$ cat config.mk
export PLATFORM = sky130hd
export DESIGN_NAME = mod_counter_prog
export DESIGN_NICKNAME = d
export VERILOG_FILES = /design/src/rtl/uart_pkg.sv /design/src/rtl/mod_counter_prog.sv
export SDC_FILE = /design/constraint.sdc
export NUM_CORES = 1
export LEC_CHECK = 0
export CORE_UTILIZATION = 32
export DETAILED_ROUTE_END_ITERATION = 10
export GPL_TIMING_DRIVEN = 0
export PLACE_DENSITY = 0.65
export SLEW_MARGIN = 20
export SYNTH_ARGS = -nofsm -noshare
export SYNTH_HDL_FRONTEND = slang
export SYNTH_SLANG_ARGS = --single-unit
$ cat constraint.sdc
create_clock -name clk -period 7.72 [get_ports clk]
set_clock_uncertainty 0.2 [all_clocks]
set_input_delay 1.544 -clock clk [delete_from_list [all_inputs] [get_ports clk]]
set_output_delay 1.544 -clock clk [all_outputs]
set_load 0.05 [all_outputs]
$ cat src/rtl/uart_pkg.sv
// Shared definitions for the UART library counters.
//   COUNTER_W_DEFAULT : default counter/modulus width
//   DIR_UP / DIR_DOWN : encodings of the 'up' direction input
//   MODE_WRAP / MODE_ONESHOT : encodings of the 'oneshot' mode input
package uart_pkg;
  localparam int unsigned COUNTER_W_DEFAULT = 8;

  localparam logic DIR_UP       = 1'b1;
  localparam logic DIR_DOWN     = 1'b0;

  localparam logic MODE_WRAP    = 1'b0;
  localparam logic MODE_ONESHOT = 1'b1;
endpackage

$ cat src/rtl/mod_counter_prog.sv
// Programmable modulo counter (baud divider, bit counter, timeout timer).
// Ports:
//   clk      : clock, rising edge
//   rst      : synchronous reset, active-high
//   ce       : count enable, one step per cycle
//   clr      : sync clear (q to start value for direction, done cleared)
//   load     : sync load of load_val into q
//   load_val : load data (W bits)
//   mod_wr   : write modulus register with mod_val
//   mod_val  : new modulus, 0 selects 2^W
//   up       : 1 count up, 0 count down
//   oneshot  : 1 stop at terminal, 0 wrap
//   q        : current count (registered)
//   at_term  : q is at the terminal value for the current direction
//   wrap     : one-cycle registered pulse after a terminal step
//   done     : sticky, one-shot run reached terminal
module mod_counter_prog
  import uart_pkg::*;
#(
  parameter int unsigned W         = COUNTER_W_DEFAULT,
  parameter int unsigned N_DEFAULT = 10
) (
  input  logic         clk,
  input  logic         rst,
  input  logic         ce,
  input  logic         clr,
  input  logic         load,
  input  logic [W-1:0] load_val,
  input  logic         mod_wr,
  input  logic [W-1:0] mod_val,
  input  logic         up,
  input  logic         oneshot,
  output logic [W-1:0] q,
  output logic         at_term,
  output logic         wrap,
  output logic         done
);

  localparam logic [W-1:0] MOD_INIT = W'(N_DEFAULT);

  logic [W-1:0] q_reg, q_d;
  logic [W-1:0] mod_reg, mod_d;
  logic         wrap_reg, wrap_d;
  logic         done_reg, done_d;
  logic [W-1:0] limit;
  logic         term;

  // mod_reg = 0 wraps to all-ones, giving the full 2^W range.
  assign limit = mod_reg - W'(1);

  // Up terminal also covers q beyond a shrunk modulus so the counter recovers
  // in a single step.
  always_comb begin
    term = 1'b0;
    if (up == DIR_UP) term = (q_reg >= limit);
    else              term = (q_reg == '0);
  end

  always_comb begin
    q_d    = q_reg;
    mod_d  = mod_reg;
    done_d = done_reg;
    wrap_d = 1'b0;

    // Modulus write is outside the priority chain; the step below still sees
    // the old limit because it reads mod_reg, not mod_d.
    if (mod_wr) mod_d = mod_val;

    if (clr) begin
      q_d    = (up == DIR_UP) ? '0 : limit;
      done_d = 1'b0;
    end else if (load) begin
      q_d    = load_val;
      done_d = 1'b0;
    end else if (ce && !done_reg) begin
      if (!term) begin
        q_d = (up == DIR_UP) ? q_reg + W'(1) : q_reg - W'(1);
      end else if (oneshot == MODE_WRAP) begin
        q_d    = (up == DIR_UP) ? '0 : limit;
        wrap_d = 1'b1;
      end else begin
        // done_reg was low to get here, so this is the first terminal hit.
        done_d = 1'b1;
        wrap_d = 1'b1;
      end
    end
  end

  always_ff @(posedge clk) begin
    if (rst) begin
      q_reg    <= '0;
      mod_reg  <= MOD_INIT;
      wrap_reg <= 1'b0;
      done_reg <= 1'b0;
    end else begin
      q_reg    <= q_d;
      mod_reg  <= mod_d;
      wrap_reg <= wrap_d;
      done_reg <= done_d;
    end
  end

  assign q       = q_reg;
  assign at_term = term;
  assign wrap    = wrap_reg;
  assign done    = done_reg;

endmodule
==> Word level (Yosys, flattened, before mapping) <==
Index checks and enable logic that the tools add are counted.
Widths: inputs -> output; s select.
{ "word_totals": {"register_bits": 18, "in_bits": 24, "output_inout_bits": 11, "word_cells": 27} }
{ "op_classes": {"n_addsub": 3, "order_cmp": 1, "eq_ne": 1, "mux": 9, "bitwise_logic": 1, "n_reduce_logical": 8} }
{ "op_table": {"columns": ["op", "n"], "rows": [
  ["$mux 8", 7],
  ["$sub 8x1->8 const B", 2],
  ["$add 8x1->8 const B", 1],
  ["$ge 8x8->1", 1],
  ["$logic_not 8->1", 1],
  ["$ne 4x4->1 const B", 1],
  ["$reduce_or 4->1", 1],
  ["$reduce_and 3->1", 1],
  ["$reduce_bool 3->1", 1],
  ["$reduce_or 3->1", 1],
  ["$mux 1", 2],
  ["$reduce_and 2->1", 1],
  ["$logic_and 1x1->1", 1],
  ["$logic_not 1->1", 1],
  ["$not 1->1", 1]
]} }

==> Longest topological paths before layout <==
Gate-level depths: netlist of run 1.
{ "depth": {"word_depth": 7, "mapped_depth": 13, "ltp_nobuf": 12} }

==> Worst setup path after synthesis of run 1 <==
Ideal clock, no wire load.
{ "synth_timing": {"path_kind": "input-to-output", "start": "input port up", "end": "output port at_term", "arrival_ps": 2605, "required_ps": 5976, "path_slack_ps": 3371, "cell_stages": 4, "n_path_buf": 1, "cell_sequence": "nand2b_1 -> a211oi_1 -> a211oi_2 -> clkbuf_1"} }
{ "synth_via": {"elab_chain_cells": 1} }
{ "synth_rtl": {"columns": ["element", "line_no", "source"], "rows": [
  ["start, declared", "mod_counter_prog.sv:31", "input logic up,"],
  ["$mux 1", "mod_counter_prog.sv:55", "if (up == DIR_UP) term = (q_reg >= limit);"],
  ["end, declared", "mod_counter_prog.sv:34", "output logic at_term,"]
]} }
No other way between the ends.

==> Final worst setup path of run 1 <==
Ends and elaborated chain as after synthesis.

==> results of run 1 <==
-- worst register-to-register path: stages, from the launching register on --
cell       delay [ps]
dfxtp_1           350
inv_1             120
ha_1              190
nor3b_1           320
nand2_1           110
xor2_1            260
ha_1              320
a21o_1            180
a211oi_1          320
a2111oi_0         150
o21ai_1           420
buf_2             320
nor2_1             60
a211oi_1          200
-- stage by stage --
stage	total power [W]	instances	util (%)
floorplan	0.000210	172	-
global placement	0.000252	257	42.7
detailed placement	0.000254	257	42.7
CTS	0.000323	260	43.7
global route	0.000342	260	43.7
finish	0.000321	260	43.7
-- per-layer routing --
| layer | GRT usage [%] | vias to the layer above | part of all wire (%) |
|---|---|---|---|
| li1 | - | 725 | - |
| met1 | 23.1 | 644 | 48 |
| met2 | 25.9 | 53 | 44 |
| met3 | 4.47 | 2 | 7.7 |
| met4 | 3.11 | 0 | 0.28 |
| met5 | 0 | - | 0 |
-- placed cells by master, fill, tap and decap left out, types with 2 or more instances in the layout --
cell / n
xor2_1: 3
nor3b_1: 2
buf_2: 2
o32ai_1: 2
a222oi_1: 2
a311oi_1: 2
clkbuf_8: 3
o21ai_0: 11
clkdlybuf4s50_1: 33
inv_1: 6
nor3_1: 7
a21o_1: 3
a211oi_1: 8
a21oi_1: 10
nor2_1: 19
o21a_1: 2
dfxtp_1: 18
xnor2_1: 9
mux2i_1: 7
ha_1: 15
o211ai_1: 4
nand2b_1: 3
nor2b_1: 2
clkbuf_1: 5
nand2_1: 6
nor4_2: 2
-- cells in the mapped netlist, drive strengths merged (2+ instances only) --
library cell	number
o21ai	12
o211ai	4
a21oi	10
nor2	19
o21a	2
nor4	4
mux2	2
buf	2
o32ai	2
xor2	3
mux2i	7
a21o	3
a222oi	2
ha	15
xnor2	9
dfxtp	18
nor3b	2
a311oi	3
a211oi	9
nor3	7
clkbuf	5
nand2	6
inv	6
nor2b	2
nand2b	3
-- worst max-delay path by stage --
stage,slack [ps],from,cells past startpoint,to
after floorplan,3370,up,4,at_term
after detailed placement,2080,up,6,at_term
after global routing,1900,up,6,at_term
after CTS,2080,up,6,at_term
final,2070,up,6,at_term
after global placement,2060,up,6,at_term
-- layout make-up --
type                            instances  share of cell area (%)
Buffer                                  7                    1.50
Clock buffer                            3                    2.16
Inverter                                6                    1.18
Multi-Input combinational cell        141                    55.7
Sequential cell                        18                    18.8
Tap cell                               52                    3.40
Timing Repair Buffer                   33                    17.3
-- power by group through the flow --
stage,clock (W),sequential [W],combinational (W)
CTS,0.0000705,0.000112,0.000141
global route,0.0000734,0.000113,0.000156
finish,0.0000680,0.000112,0.000142
global placement,0,0.000114,0.000138
floorplan,0,0.000127,0.0000834
detailed placement,0,0.000114,0.000140
-- cell families (layout without fill, tap and decap cells) --
kind of cell    count (synthesis)  after routing  synth area share [%]
mux                             9              9                  6.27
compound gates                 56             56                  26.8
flops                          18             18                  24.4
fa+ha+maj                      16             16                  14.1
xor+xnor                       12             12                  7.11
buf+inv                        13             49                  3.47
simple gates                   48             48                  17.9
==> results.toml, run 1 <==
[status]
outcome = "finished, final reports clean"

[cts]
cts_tree = "built"
htreeDepth = 1
clock_latency_ps = 250
postCtsSetupBuffers = 0
cts.path.max_buffers = 2
numCtsBuffers = 3
cts-resized-gates = 0
clk_pin_slew_ps = 70
clockRootBuffer = "clkbuf_8"
cts_hold_buf = 0
clock-sinks = 18

[timing]
hold_viol = 0
drv_slew = 0
timing.final.ws_setup_ps = 2070
rsz0062_at_grt = "no"
finalSetupViolCount = 0
period_share_pct = 73.2
setup_tns_ps = 0
holdWs_ps = 323
relSlewSlack_pct = 61.3
timing.fmax_mhz = 177
worst_pin_slew_ps = 580
finalCriticalPeriod_ps = 5650

[yosys]
async_reset_ff_share_pct = 0
synthCells = 172
avgSynthCellArea_sq_um = 8.59
seq_area_frac_synth_pct = 24.4
synth_seq_cells = 18
yosysWarningCount = 0
syn-cell-area_sq_um = 1480
synth_top_flop_cell = "dfxtp_1"
synthTopCellsByArea = "dfxtp_1 (24%), ha_1 (13%), xnor2_1 (5.3%)"
synth_area_leader_cell = "dfxtp_1"
synth_top_cell_area_share_pct = 24.4
yosysUniqueCellTypes = 46
synth_nets = 212
synth_edf_count = 0

[power_and_ir_drop]
p_sw_share_pct = 38.4
p_per_area_nw_per_um2 = 168
internal_power_w = 0.000198
p_seq_share_pct = 34.7
switchingPower_w = 0.000123
ir_drop_mv = 0.0885
power_leakage_nw = 0.733
p_clk_share_pct = 21.2
combinationalPowerShare_pct = 44.1

[floorplanning]
core_sq_um = 4380
row_count = 24
die_w_microns = 70.0
die_h_microns = 70.0
dieArea_sq_um = 4890
initial_core_util_pct = 33.7
ios = 35

[run]
max-cap-violations = 0

[setup_path]
worst-path-buf-inv = 3
slowest_delay_ps = 890
reg2reg_to = "q[4]"
crit_arrival_ps = 3910
crit_chain = "clkdlybuf4s50_1, nand2b_1, a211oi_1, a211oi_2, clkbuf_1, clkdlybuf4s50_1"
reg2reg_from = "mod_reg[0]"
cp_slowest_cell = "clkdlybuf4s50_1"
rr_worst_depth = 13
criticalPathCategory = "in -> out"
cp_common_cell = "clkdlybuf4s50_1"
worstPathMaxFanout = 10
critPathLaunchType = "input port"
endpoint_kind = "output port"
cp_top_family = "buffers and inverters"
crit_required_ps = 5980
ff2ff_setup_slack_ps = 4110

[cells_and_area]
multiInputGateArea_sq_um = 1070
final_area_sq_um = 1910
fillCellCount = 462
seq_area_sq_um = 360
fin_nets = 250
antenna_cells = 0
drive_gt1_share_pct = 6.73
area_growth_pct = 29.6

[grt]
grt_max_degree = 11
overflow = 0
grt_pass1_vias = 1345
grt_pass1_wl_microns = 6600
antenna_found_initial = 0
track_usage_pct = 16.6

[placement]
place_area_sq_um = 1870
port-buffer-count = 33
pre_cts_slack_ps = 2080
gp_congestion = 0.821
dp_hpwl_microns = 3050

[route]
routed_wl_microns = 3950
antenna_left = 0
drt_first_pass_iters = 4
drc_errors = 0
dr.first_iter.drc_count = 104
vias = 1424
routedWlPerCell_microns = 15.2
vias_per_cell = 5.48

[hold_path]
hold_path.class = "reg -> reg"
holdCritStartpoint = "mod_reg[7]"
worstHoldEndpoint = "mod_reg[7]"
hold_depth = 2
Note: power is estimated with default switching activity, not from simulation.
==> run 2, diff against run 1 <==
--- a/config.mk
+++ b/config.mk
@@ -8,7 +8,7 @@
 export CORE_UTILIZATION = 32
 export DETAILED_ROUTE_END_ITERATION = 10
 export GPL_TIMING_DRIVEN = 0
-export PLACE_DENSITY = 0.65
+export PLACE_DENSITY = 0.68
 export SLEW_MARGIN = 20
 export SYNTH_ARGS = -nofsm -noshare
 export SYNTH_HDL_FRONTEND = slang
==> constraint.sdc (replaced) <==
create_clock -name clk -period 5 [get_ports clk]
set_clock_uncertainty 0.2 [all_clocks]
set_input_delay 1 -clock clk [delete_from_list [all_inputs] [get_ports clk]]
set_output_delay 1 -clock clk [all_outputs]
set_load 0.05 [all_outputs]
==> results.toml, run 2 (synthesis results as in run 1) <==
[status]
outcome = "finished, final reports clean"

[cells_and_area]
multiInputGateArea_sq_um = 1070
fillCellCount = 449
fin_util_pct = 43.7
seq_area_sq_um = 360
fin_nets = 250
antenna_cells = 0
area_growth_pct = 29.7
layout_commonest_cell = "clkdlybuf4s50_1"
drive_gt1_share_pct = 6.73
final_cell_mix = "clkdlybuf4s50_1 (32), nor2_1 (19), dfxtp_1 (18)"
final_area_sq_um = 1920

[timing]
timing.fmax_mhz = 220
relSlewSlack_pct = 62.7
setup_tns_ps = 0
drv_slew = 0
timing.final.ws_setup_ps = 451
period_share_pct = 91.0
finalSetupViolCount = 0
finalCriticalPeriod_ps = 4550
worst_pin_slew_ps = 559
rsz0062_at_grt = "no"
hold_viol = 0

[cts]
clk_pin_slew_ps = 70
numCtsBuffers = 3
htreeDepth = 1
clockRootBuffer = "clkbuf_8"
cts.path.max_buffers = 2
postCtsSetupBuffers = 0
cts_tree = "built"
clock-sinks = 18
clock_latency_ps = 260

[floorplanning]
row_count = 24
core_sq_um = 4380
die_h_microns = 70.0
dieArea_sq_um = 4890
ios = 35
initial_core_util_pct = 33.7
die_w_microns = 70.0

[setup_path]
cp_common_cell = "ha_1"
ff2ff_setup_slack_ps = 1440
crit_arrival_ps = 3350
reg2reg_to = "q[5]"
rr_worst_depth = 13
slowest_delay_ps = 490
reg2reg_from = "mod_reg[0]"
crit_chain = "inv_1, ha_1, nor3b_1, nand2_1, xor2_1, ha_1, o2111a_1, a211oi_1, a211oi_2, clkbuf_1, dlymetal6s2s_1"
cp_slowest_cell = "dlymetal6s2s_1"
worstPathMaxFanout = 10
crit_end = "at_term"
crit_required_ps = 3800
cp_top_family = "buffers and inverters"
worst-path-buf-inv = 3
criticalPathCategory = "reg -> out"
timing.critical_path.from = "mod_reg[0]"
cp.depth = 11
endpoint_kind = "output port"
critPathLaunchType = "flip-flop"

[power_and_ir_drop]
p_per_area_nw_per_um2 = 259
power_leakage_nw = 0.746
ir_drop_mv = 0.119
total_power_w = 0.000496

[placement]
gp_congestion = 0.864
pre_cts_slack_ps = 321
port-buffer-count = 33
dp_hpwl_microns = 2980
place_area_sq_um = 1870

[route]
drt_first_pass_iters = 4
routed_wl_microns = 3930
vias_per_cell = 5.52
dr.first_iter.drc_count = 70
drc_errors = 0
antenna_left = 0
routedWlPerCell_microns = 15.1
vias = 1434

[grt]
grt_max_degree = 11
antenna_found_initial = 0
grt_pass1_vias = 1344
overflow = 0
grt_pass1_wl_microns = 6410
track_usage_pct = 16.3

[run]
max-cap-violations = 0

[hold_path]
hold_path.class = "reg -> reg"
==> run 2: cell count changes in the layout (fill, tap and decap cells not counted) <==
cell             change
clkdlybuf4s50_1      -1
dlymetal6s2s_1       +1
==> run 2: worst min-delay path by stage <==
stage | endpoint | start | depth (start not counted) | slack [ps]
after global placement | mod_reg[7] | mod_reg[7] | 2 | 300
after floorplan | mod_reg[7] | mod_reg[7] | 2 | 280
final | mod_reg[1] | mod_reg[1] | 2 | 330
after global routing | mod_reg[7] | mod_reg[7] | 2 | 360
after CTS | mod_reg[7] | mod_reg[7] | 2 | 330
after detailed placement | mod_reg[7] | mod_reg[7] | 2 | 310
==> run 2: worst register-to-register path: cells and delay by family, from the launching register on <==
family / cells / cell delay (ps)
compound gates: 5 / 1280
simple gates: 3 / 510
fa+ha+maj: 2 / 490
buf+inv: 2 / 420
flops: 1 / 350
xor+xnor: 1 / 240
==> run 2: repair_timing <==
action                     in CTS  in global routing
hold buffers                    0                  0
setup endpoints to repair       0                  1
hold endpoints to repair        0                  0
gates resized for setup         0                  1
==> run 2: report_power, final <==
group	leakage [nW]	total [W]	internal, W	switching [W]
Combinational	0.575	0.000218	0.0000969	0.000121
Sequential	0.149	0.000172	0.000155	0.0000179
Clock	0.0216	0.000105	0.0000537	0.0000517
Total	0.746	0.000496	0.000305	0.000191
==> run 2: per-layer routing <==
| metal | wire [microns] | track usage, % |
|---|---|---|
| met2 | 1820 | 27.5 |
| met1 | 1870 | 21.3 |
| met4 | 31 | 2.89 |
| met3 | 210 | 4.04 |
| met5 | 0 | 0 |
==> run 2: metrics by stage <==
step / hold slack, ps / cells
floorplan: 282 / 172
global placement: 301 / 257
detailed placement: 310 / 257
CTS: 329 / 260
global route: 358 / 260
finish: 328 / 260
==> run 2: layout make-up <==
cell class / count / share of cell area [%]
clock buffers: 3 / 2.15
flip-flops and latches: 18 / 18.8
multi-input cells: 141 / 55.6
plain buffers: 7 / 1.50
repair buffers: 33 / 17.4
inverters: 6 / 1.17
well taps: 52 / 3.39
==> run 3, diff against run 2 <==
--- a/config.mk
+++ b/config.mk
@@ -9,7 +9,6 @@
 export DETAILED_ROUTE_END_ITERATION = 10
 export GPL_TIMING_DRIVEN = 0
 export PLACE_DENSITY = 0.68
-export SLEW_MARGIN = 20
 export SYNTH_ARGS = -nofsm -noshare
 export SYNTH_HDL_FRONTEND = slang
 export SYNTH_SLANG_ARGS = --single-unit
==> results of run 3 <==
The final DEF is identical to that of run 2; final timing and power are the same.
